### src/rtl/pixel_cfg_pkg.sv
`default_nettype none
// +------------------------------------------------------------------+
// | pixel_cfg_pkg : shared state encoding and defaults for the MIC4  |
// | pixel-configuration sequencer.                      Rev 1.0      |
// +------------------------------------------------------------------+
package pixel_cfg_pkg;

  localparam int WORDS_PER_ROW_DEF = 8;
  localparam int TIMEOUT_DEF       = 65535;

  typedef enum logic [2:0] {
    ST_IDLE    = 3'd0,
    ST_FETCH   = 3'd1,
    ST_DRAIN   = 3'd2,
    ST_KICK    = 3'd3,
    ST_WAIT_HI = 3'd4,
    ST_WAIT_LO = 3'd5,
    ST_NEXT    = 3'd6
  } state_t;

endpackage
`default_nettype wire

### src/rtl/pixel_config_sequencer_if.sv
`default_nettype none
// +------------------------------------------------------------------+
// | pixel_config_sequencer_if : control, memory, FIFO and shifter    |
// | handshake bundle of the sequencer.                  Rev 1.0      |
// +------------------------------------------------------------------+
interface pixel_config_sequencer_if #(
  parameter int ROW_W  = 8,
  parameter int ADDR_W = 16
);
  logic              CMD_START;
  logic              ABORT;
  logic [ROW_W-1:0]  ROW_COUNT;
  logic              MEM_RD_EN;
  logic [ADDR_W-1:0] MEM_ADDR;
  logic [31:0]       MEM_DATA;
  logic [31:0]       FIFO_DATA;
  logic              FIFO_WE;
  logic              CFG_START;
  logic              CFG_BUSY;
  logic [ROW_W-1:0]  ROW_SEL;
  logic              ACTIVE;
  logic              DONE;
  logic              ERROR;

  // master is the sequencer, slave is everything around it
  modport master (
    input  CMD_START, ABORT, ROW_COUNT, MEM_DATA, CFG_BUSY,
    output MEM_RD_EN, MEM_ADDR, FIFO_DATA, FIFO_WE, CFG_START,
           ROW_SEL, ACTIVE, DONE, ERROR
  );

  modport slave (
    output CMD_START, ABORT, ROW_COUNT, MEM_DATA, CFG_BUSY,
    input  MEM_RD_EN, MEM_ADDR, FIFO_DATA, FIFO_WE, CFG_START,
           ROW_SEL, ACTIVE, DONE, ERROR
  );
endinterface
`default_nettype wire

### src/rtl/pixel_config_sequencer_sync_2ff.sv
`default_nettype none
// +------------------------------------------------------------------+
// | sync_2ff : two-flop synchroniser, asynchronous reset to 0.       |
// |                                                     Rev 1.0      |
// +------------------------------------------------------------------+
module sync_2ff (
  input  logic clk,
  input  logic rst,
  input  logic d_async,
  output logic q
);
  logic r_meta;
  logic r_sync;

  always_ff @(posedge clk or posedge rst) begin
    if (rst) begin
      r_meta <= 1'b0;
      r_sync <= 1'b0;
    end else begin
      r_meta <= d_async;
      r_sync <= r_meta;
    end
  end

  assign q = r_sync;
endmodule
`default_nettype wire

### src/rtl/pixel_config_sequencer.sv
`default_nettype none
// +------------------------------------------------------------------+
// | pixel_config_sequencer : streams one pixel row at a time from    |
// | memory into the config FIFO, kicks the shifter, tracks BUSY.     |
// |                                                     Rev 1.0      |
// +------------------------------------------------------------------+
module pixel_config_sequencer
  import pixel_cfg_pkg::*;
#(
  parameter int WORDS_PER_ROW = WORDS_PER_ROW_DEF,
  parameter int ROW_W         = 8,
  parameter int ADDR_W        = 16,
  parameter int TIMEOUT       = TIMEOUT_DEF
) (
  input  logic                     SYS_CLK,
  input  logic                     RESET,
  pixel_config_sequencer_if.master bus
);

  localparam int c_wcnt_w = $clog2(WORDS_PER_ROW + 1);
  localparam int c_tcnt_w = $clog2(TIMEOUT + 1);
  localparam logic [c_wcnt_w-1:0] c_word_last = c_wcnt_w'(WORDS_PER_ROW - 1);
  localparam logic [c_tcnt_w-1:0] c_timeout   = c_tcnt_w'(TIMEOUT);

  state_t              r_state;
  state_t              w_state_nxt;
  logic [c_wcnt_w-1:0] r_word_cnt;
  logic [c_tcnt_w-1:0] r_tcnt;
  logic [c_tcnt_w-1:0] w_tcnt_inc;
  logic [ADDR_W-1:0]   r_addr;
  logic [ROW_W-1:0]    r_row_sel;
  logic [ROW_W-1:0]    r_row_last;
  logic                r_fifo_we;
  logic                r_cfg_start;
  logic                r_done;
  logic                r_error;
  logic                w_busy_s;
  logic                w_rd_en;
  logic                w_accept;
  logic                w_zero_done;
  logic                w_last_done;
  logic                w_timeout;

  sync_2ff u_busy_sync (
    .clk     (SYS_CLK),
    .rst     (RESET),
    .d_async (bus.CFG_BUSY),
    .q       (w_busy_s)
  );

  always_ff @(posedge SYS_CLK or posedge RESET) begin
    if (RESET) r_state <= ST_IDLE;
    else       r_state <= w_state_nxt;
  end

  always_comb begin
    w_state_nxt = r_state;
    w_rd_en     = 1'b0;
    w_accept    = 1'b0;
    w_zero_done = 1'b0;
    w_last_done = 1'b0;
    w_timeout   = 1'b0;
    w_tcnt_inc  = r_tcnt + 1'b1;
    case (r_state)
      ST_IDLE: begin
        if (bus.CMD_START && !bus.ABORT) begin
          if (bus.ROW_COUNT == '0) begin
            w_zero_done = 1'b1;
          end else begin
            w_accept    = 1'b1;
            w_state_nxt = ST_FETCH;
          end
        end
      end
      ST_FETCH: begin
        w_rd_en = 1'b1;
        if (r_word_cnt == c_word_last) w_state_nxt = ST_DRAIN;
      end
      ST_DRAIN:   w_state_nxt = ST_KICK;
      ST_KICK:    w_state_nxt = ST_WAIT_HI;
      ST_WAIT_HI: begin
        if (w_busy_s) begin
          w_state_nxt = ST_WAIT_LO;
        end else if (w_tcnt_inc == c_timeout) begin
          w_timeout   = 1'b1;
          w_state_nxt = ST_IDLE;
        end
      end
      ST_WAIT_LO: begin
        if (!w_busy_s) w_state_nxt = ST_NEXT;
      end
      ST_NEXT: begin
        if (r_row_sel == r_row_last) begin
          w_last_done = 1'b1;
          w_state_nxt = ST_IDLE;
        end else begin
          w_state_nxt = ST_FETCH;
        end
      end
      default: w_state_nxt = ST_IDLE;
    endcase
    // Abort overrides everything except a coincident timeout, which still flags ERROR
    if (bus.ABORT && (r_state != ST_IDLE)) begin
      w_state_nxt = ST_IDLE;
      w_rd_en     = 1'b0;
      w_last_done = 1'b0;
    end
  end

  always_ff @(posedge SYS_CLK or posedge RESET) begin
    if (RESET) begin
      r_word_cnt  <= '0;
      r_tcnt      <= '0;
      r_addr      <= '0;
      r_row_sel   <= '0;
      r_row_last  <= '0;
      r_fifo_we   <= 1'b0;
      r_cfg_start <= 1'b0;
      r_done      <= 1'b0;
      r_error     <= 1'b0;
    end else begin
      if (r_state != ST_FETCH) r_word_cnt <= '0;
      else if (w_rd_en)        r_word_cnt <= r_word_cnt + 1'b1;

      if (r_state == ST_KICK)         r_tcnt <= '0;
      else if (r_state == ST_WAIT_HI) r_tcnt <= w_tcnt_inc;

      // Address runs continuously across rows so row r begins at r*WORDS_PER_ROW
      if (w_accept)     r_addr <= '0;
      else if (w_rd_en) r_addr <= r_addr + 1'b1;

      if (w_accept) begin
        r_row_sel  <= '0;
        r_row_last <= bus.ROW_COUNT - 1'b1;
      end else if ((r_state == ST_NEXT) && (w_state_nxt == ST_FETCH)) begin
        r_row_sel  <= r_row_sel + 1'b1;
      end

      if (w_accept)       r_error <= 1'b0;
      else if (w_timeout) r_error <= 1'b1;

      r_fifo_we   <= w_rd_en;
      r_cfg_start <= (r_state == ST_KICK) && (w_state_nxt == ST_WAIT_HI);
      r_done      <= w_zero_done | w_last_done;
    end
  end

  assign bus.MEM_RD_EN = w_rd_en;
  assign bus.MEM_ADDR  = r_addr;
  assign bus.FIFO_WE   = r_fifo_we;
  assign bus.FIFO_DATA = r_fifo_we ? bus.MEM_DATA : 32'd0;
  assign bus.CFG_START = r_cfg_start;
  assign bus.ROW_SEL   = r_row_sel;
  assign bus.ACTIVE    = (r_state != ST_IDLE);
  assign bus.DONE      = r_done;
  assign bus.ERROR     = r_error;

endmodule
`default_nettype wire

### src/flat_wrapper.sv
// flat-port wrapper written by rule: the top's interface ports become plain ports
module pixel_config_sequencer_flat import pixel_cfg_pkg::*;
#(
  parameter int WORDS_PER_ROW = WORDS_PER_ROW_DEF,
  parameter int ROW_W         = 8,
  parameter int ADDR_W        = 16,
  parameter int TIMEOUT       = TIMEOUT_DEF
)
  (SYS_CLK, RESET, bus_CMD_START, bus_ABORT, bus_ROW_COUNT, bus_MEM_DATA, bus_CFG_BUSY, bus_MEM_RD_EN, bus_MEM_ADDR, bus_FIFO_DATA, bus_FIFO_WE, bus_CFG_START, bus_ROW_SEL, bus_ACTIVE, bus_DONE, bus_ERROR);
  pixel_config_sequencer_if #(.ROW_W(ROW_W), .ADDR_W(ADDR_W)) bus_i ();
  input  logic SYS_CLK;
  input  logic RESET;
  input wire logic [$bits(bus_i.CMD_START)-1:0] bus_CMD_START;
  input wire logic [$bits(bus_i.ABORT)-1:0] bus_ABORT;
  input wire logic [$bits(bus_i.ROW_COUNT)-1:0] bus_ROW_COUNT;
  input wire logic [$bits(bus_i.MEM_DATA)-1:0] bus_MEM_DATA;
  input wire logic [$bits(bus_i.CFG_BUSY)-1:0] bus_CFG_BUSY;
  output wire logic [$bits(bus_i.MEM_RD_EN)-1:0] bus_MEM_RD_EN;
  output wire logic [$bits(bus_i.MEM_ADDR)-1:0] bus_MEM_ADDR;
  output wire logic [$bits(bus_i.FIFO_DATA)-1:0] bus_FIFO_DATA;
  output wire logic [$bits(bus_i.FIFO_WE)-1:0] bus_FIFO_WE;
  output wire logic [$bits(bus_i.CFG_START)-1:0] bus_CFG_START;
  output wire logic [$bits(bus_i.ROW_SEL)-1:0] bus_ROW_SEL;
  output wire logic [$bits(bus_i.ACTIVE)-1:0] bus_ACTIVE;
  output wire logic [$bits(bus_i.DONE)-1:0] bus_DONE;
  output wire logic [$bits(bus_i.ERROR)-1:0] bus_ERROR;
  assign bus_i.CMD_START = bus_CMD_START;
  assign bus_i.ABORT = bus_ABORT;
  assign bus_i.ROW_COUNT = bus_ROW_COUNT;
  assign bus_i.MEM_DATA = bus_MEM_DATA;
  assign bus_i.CFG_BUSY = bus_CFG_BUSY;
  assign bus_MEM_RD_EN = bus_i.MEM_RD_EN;
  assign bus_MEM_ADDR = bus_i.MEM_ADDR;
  assign bus_FIFO_DATA = bus_i.FIFO_DATA;
  assign bus_FIFO_WE = bus_i.FIFO_WE;
  assign bus_CFG_START = bus_i.CFG_START;
  assign bus_ROW_SEL = bus_i.ROW_SEL;
  assign bus_ACTIVE = bus_i.ACTIVE;
  assign bus_DONE = bus_i.DONE;
  assign bus_ERROR = bus_i.ERROR;
  pixel_config_sequencer #(.WORDS_PER_ROW(WORDS_PER_ROW), .ROW_W(ROW_W), .ADDR_W(ADDR_W), .TIMEOUT(TIMEOUT)) u_core (.SYS_CLK(SYS_CLK), .RESET(RESET), .bus(bus_i));
endmodule
### config.mk
export PLATFORM = sky130hd
export DESIGN_NAME = pixel_config_sequencer_flat
export DESIGN_NICKNAME = d
export VERILOG_FILES = /design/src/rtl/pixel_cfg_pkg.sv /design/src/rtl/pixel_config_sequencer_if.sv /design/src/rtl/pixel_config_sequencer_sync_2ff.sv /design/src/rtl/pixel_config_sequencer.sv /design/src/flat_wrapper.sv
export SDC_FILE = /design/constraint.sdc
export NUM_CORES = 1
export LEC_CHECK = 0
export CORE_ASPECT_RATIO = 1.75
export CORE_MARGIN = 3
export CORE_UTILIZATION = 32
export CTS_BUF_LIST = sky130_fd_sc_hd__clkbuf_4
export CTS_CLUSTER_DIAMETER = 40
export DETAILED_ROUTE_END_ITERATION = 7
export PLACE_DENSITY = 0.67
export SYNTH_ARGS = -nofsm -noshare
export SYNTH_HDL_FRONTEND = slang
export SYNTH_SLANG_ARGS = --single-unit
### constraint.sdc
create_clock -name SYS_CLK -period 5.1 [get_ports SYS_CLK]
set_input_delay 1.53 -clock SYS_CLK [delete_from_list [all_inputs] [get_ports SYS_CLK]]
set_output_delay 1.53 -clock SYS_CLK [all_outputs]
set_load 0.05 [all_outputs]
After elaboration in Yosys (flattened, before gate mapping)
Index checks and enable logic that the tools add are counted.
- register bits: 61
- output and inout port bits: 62
- add/subtract/negate cells: 5
- equal/unequal tests: 12
- mux-type cells: 34
- bitwise gates (word level): 1
- reductions and logical operators: 13
- operators by type and width (kind ; count):
    $mux W16 ; 4
    $add A16 B1 Y16 const B ; 2
    $mux W32 ; 1
    $mux W3 ; 7
    $pmux W3 S7 ; 1
    $mux W1 ; 17
    $eq A16 B16 Y1 const B ; 1
    $mux W8 ; 2
    $eq A3 B3 Y1 const B ; 4
    $reduce_bool A2 Y1 ; 5
    $add A8 B1 Y8 const B ; 1
    $eq A8 B8 Y1 ; 1
    $logic_not A8 Y1 ; 1
    $mux W4 ; 2
    $sub A8 B1 Y8 const B ; 1
    $eq A3 B1 Y1 const B ; 2
    $eq A3 B2 Y1 const B ; 2
    $add A4 B1 Y4 const B ; 1
    $eq A4 B3 Y1 const B ; 1
    $logic_and A1 B1 Y1 ; 4
    $logic_not A3 Y1 ; 1
    $ne A3 B1 Y1 const B ; 1
    $reduce_bool A3 Y1 ; 1
    $logic_not A1 Y1 ; 1
    $or A1 B1 Y1 ; 1

Logic depth before layout (Yosys ltp)
- depth after elaboration: 10
- gate-level depth with buffers: 9
- depth with buffers taken out: 7

By module
Synthesis repeated with hierarchy kept, for this count alone.
- cells, all modules: 402
- area, all modules: 3642.2 µm²
- modules (own cells, without submodules) (module ; instances ; cells each ; area each (µm²)):
    pixel_config_sequencer ; 1 ; 399 ; 3588.4
    sync_2ff ; 1 ; 3 ; 53.8

Worst setup path after synthesis
No wires, ideal clock.
- path kind: input to output
- from: input bus_ABORT
- to: output bus_MEM_RD_EN
- data arrival time: 2350 ps
- required time: 3570 ps
- setup slack: 1220 ps
- stages: 1
- cell sequence: nor4b_4
- word-level cells in the longest chain between the ends: 2
- RTL lines (item ; line ; text):
    start: declaration ; flat_wrapper.sv:14 ; input wire logic [$bits(bus_i.ABORT)-1:0] bus_ABORT;
    $logic_and A1 B1 Y1 ; pixel_config_sequencer.sv:103 ; if (bus.ABORT && (r_state != ST_IDLE)) begin
    $mux W1 ; pixel_config_sequencer.sv:103 ;
    end: declaration ; flat_wrapper.sv:18 ; output wire logic [$bits(bus_i.MEM_RD_EN)-1:0] bus_MEM_RD_EN;
No other way between the ends.

Final worst setup path
- from: input bus_MEM_DATA[8]
- to: output bus_FIFO_DATA[8]
- word-level cells in the longest chain between the ends: 1
- RTL lines (item ; line ; text):
    start: declaration ; flat_wrapper.sv:16 ; input wire logic [$bits(bus_i.MEM_DATA)-1:0] bus_MEM_DATA;
    $mux W32 ; pixel_config_sequencer.sv:151 ; assign bus.FIFO_DATA = r_fifo_we ? bus.MEM_DATA : 32'd0;
    end: declaration ; flat_wrapper.sv:20 ; output wire logic [$bits(bus_i.FIFO_DATA)-1:0] bus_FIFO_DATA;
No other way between the ends.

==> flow_metrics.env <==
export IMPL_clock_sinks=61
export IMPL_dr_total_vias=3235
export IMPL_postRouteAntennaNets=0
export IMPL_synthAdderAreaFrac=0.02479
export IMPL_post_drt_via_cell_ratio=5.184
export IMPL_diodes=0
export IMPL_synth_top_family_by_area="simple AND/OR/NAND/NOR gates"
export IMPL_period_minus_slack_ps=4501
export IMPL_port_buffers=106
export IMPL_wl_met3_um=672
export IMPL_grt_max_degree=37
export IMPL_synth_flop_cell="dfrtp_1"
export IMPL_design_area_sq_mm=0.004827
export IMPL_status="finished, final reports clean"
export IMPL_clock_fmax_mhz=222.2
export IMPL_path_clk_slew_ps=90
export IMPL_drt_wl_total_um=9118
export IMPL_irDropWorstVdd_mv=0.2085
export IMPL_synth_warnings=0
export IMPL_slew_headroom=0.3839
export IMPL_final_setup_viol_count=0
export IMPL_hold_buffers=0
export IMPL_grt_pass1_wl_um=14990
export IMPL_yosysSeqAreaShare=0.4320
export IMPL_post_cts_repair_setup_buffers=0
export IMPL_setup_tns_ps=0
export IMPL_synthMuxAreaShare=0.008499
export IMPL_leakagePower_nw=2.010
export IMPL_clk_path_buf_depth=2
export IMPL_top_layer="met4"
export IMPL_die_width_um=85.44
export IMPL_yosys_area_share_simple=0.2783
export IMPL_drtIter0Drc=135
export IMPL_dp_slack_ps=579.6
export IMPL_hold_viol=0
export IMPL_drc_errors=0
export IMPL_hold_slack_ps=359.8
export IMPL_maxCapViolCount=0
export IMPL_placed_area_sq_mm=0.004674
export IMPL_final_max_slew_violation_count=0
export IMPL_htreeDepth=3
export IMPL_die_h_um=145.0
export IMPL_syn2layout_area_growth_pct=36.61
export IMPL_cts_tree="yes"
export IMPL_nets=541
export IMPL_max_slew_worst_pin_slew_ps=924.1
export IMPL_cp_start_kind="primary input"
export IMPL_crit_type="primary input to output port"
export IMPL_avgRoutedWirePerCell_um=14.61
export IMPL_hold_class="register to register"
export IMPL_drt_met1_wl_um=3281
export IMPL_pin_count=107
export IMPL_hpwl_um=6943
export IMPL_worstPathRequired_ps=3570
export IMPL_rows=50
export IMPL_syn_num_nets=446
export IMPL_p_per_area_mw_per_mm2=324.2
export IMPL_synth_xor_area_frac=0.08180
export IMPL_initial_core_util=0.3284
export IMPL_synth_edf_count=0
export IMPL_synthCells=394
export IMPL_clock_skew_ps=16.36
export IMPL_worst_path_max_fanout=1
export IMPL_core_sq_mm=0.01076
export IMPL_post_cts_resized=0
export IMPL_synth_area_sq_mm=0.003533
export IMPL_synth_compound_area_share=0.1261
export IMPL_setup_ws_ps=599.3
export IMPL_final_core_util=0.4486
export IMPL_grt_ovfl_total=0
export IMPL_drive_gt1_frac=0.05263
export IMPL_cts_buffers=9
export IMPL_synth_seq_cells=61
export IMPL_floorplan_die_area_sq_mm=0.01239
export IMPL_gp_congestion=0.7857
export IMPL_grt_pass1_vias=3185
export IMPL_synthArstFlopShare=1.000
export IMPL_cts_root_buffer="clkbuf_4"
export IMPL_crit_path_end_kind="output port"
export IMPL_drt_pre_antenna_iters=4
export IMPL_clk_insertion_delay_late_ps=420
export IMPL_crit_arrival_ps=2970
export IMPL_yosys_cell_types_count=45
export IMPL_antenna_found_initial=0
export IMPL_route_met2_wl_um=4990
export IMPL_track_usage=0.1489
export IMPL_timing_final_crit_share=0.8825
export IMPL_postSynthAreaPerCell_sq_um=8.968
export IMPL_rsz0062_at_grt="no"
-- cells in the final DEF (no fill, tap or decap), types with 2 or more instances in the layout --
cell type	instances
nand2b_1	5
nor4_1	8
and3b_1	2
nand4b_1	2
o31ai_1	6
clkbuf_4	10
a22o_1	2
ha_1	7
o211ai_1	4
mux2i_1	3
or3_1	7
dfrtp_1	61
a31oi_1	7
nor2_1	34
o21ai_0	34
and4_1	4
xnor2_1	13
bufinv_16	2
clkinv_1	2
clkinv_2	2
a21oi_1	12
nand4_1	9
nand3_1	13
and2_1	39
o41ai_1	2
clkdlybuf4s50_1	105
nand2_1	35
o22ai_1	2
inv_1	14
and3_1	3
nor3_1	6
xor2_1	20
buf_4	3
-- where the power goes --
part	total (mW)	internal (mW)	switching [mW]
Combinational	0.573	0.217	0.356
Sequential	0.607	0.541	0.0660
Clock	0.385	0.200	0.185
-- registers in the layout, summed over array words and instances (netlist names) --
signal and cells:
u_core.r_state 3, u_core.bus.DONE 1, u_core.bus.FIFO_WE 1, u_core.bus.MEM_ADDR 16, u_core.bus.CFG_START 1, u_core.u_busy_sync.q 1, u_core.u_busy_sync.r_meta 1, u_core.bus.ERROR 1
u_core.r_tcnt 16, u_core.r_row_last 8, u_core.bus.ROW_SEL 8, u_core.r_word_cnt 4
-- kinds of logic (layout without fill, tap and decap cells) --
| family | after synthesis | count (layout) |
|---|---|---|
| mux | 3 | 3 |
| flops | 61 | 61 |
| simple gates | 176 | 176 |
| buf+inv | 40 | 140 |
| compound gates | 74 | 74 |
| xor+xnor | 33 | 33 |
| fa+ha+maj | 7 | 7 |
-- through the flow --
step | std cells | total power, mW
final | 624 | 1.565
after CTS | 624 | 1.584
after global routing | 624 | 1.655
after global placement | 608 | 1.191
after detailed placement | 608 | 1.198
after floorplan | 394 | 0.9928
-- synthesized netlist by cell type (10+ instances only) --
master    count  share of area
o21ai_0      34          0.048
buf_2        10          0.014
inv_1        15          0.016
nand2_1      35          0.037
a21oi_1      12          0.017
nor2_1       34          0.036
clkbuf_1     13          0.014
and2_1       39          0.069
dfrtp_1      61           0.43
nand3_1      13          0.018
xnor2_1      13          0.032
xor2_1       20          0.050
-- layout make-up --
| cell class | count | area (sq um) |
|---|---|---|
| Clock buffer | 10 | 75.07 |
| Clock inverter | 6 | 77.57 |
| Fill cell | 1045 | 5933 |
| Inverter | 15 | 56.30 |
| Multi-Input combinational cell | 293 | 1836 |
| Sequential cell | 61 | 1526 |
| Tap cell | 130 | 162.7 |
| Timing Repair Buffer | 109 | 1094 |
-- per-layer routing --
metal	track usage	vias up
met2	0.2831	117
met1	0.1512	1551
met4	0.05388	0
met5	0	-
li1	-	1551
met3	0.03693	16
-- worst paths after layout --
path                                                           from                            endpoint  slack (ps)  cells past startpoint
max in group asynchronous                                     RESET       u_core.r_tcnt[14]$_DFFE_PP0N_        2690                      3
worst min-delay path            u_core.u_busy_sync.r_meta$_DFF_PP0_      u_core.u_busy_sync.q$_DFF_PP0_         360                      0
worst max register to register          u_core.r_state[1]$_DFF_PP0_       u_core.r_tcnt[14]$_DFFE_PP0N_        2670                      5
worst min register to register  u_core.u_busy_sync.r_meta$_DFF_PP0_      u_core.u_busy_sync.q$_DFF_PP0_         360                      0
worst max-delay path                                bus_MEM_DATA[8]                    bus_FIFO_DATA[8]         600                      3
min in group asynchronous                                     RESET  u_core.bus.MEM_ADDR[4]$_DFFE_PP0P_        1550                      2
-- critical path: stages --
cell and delay [ps]:
clkdlybuf4s50_1 510, and2_1 140, clkdlybuf4s50_1 800
Note: power is estimated with default switching activity, not from simulation.
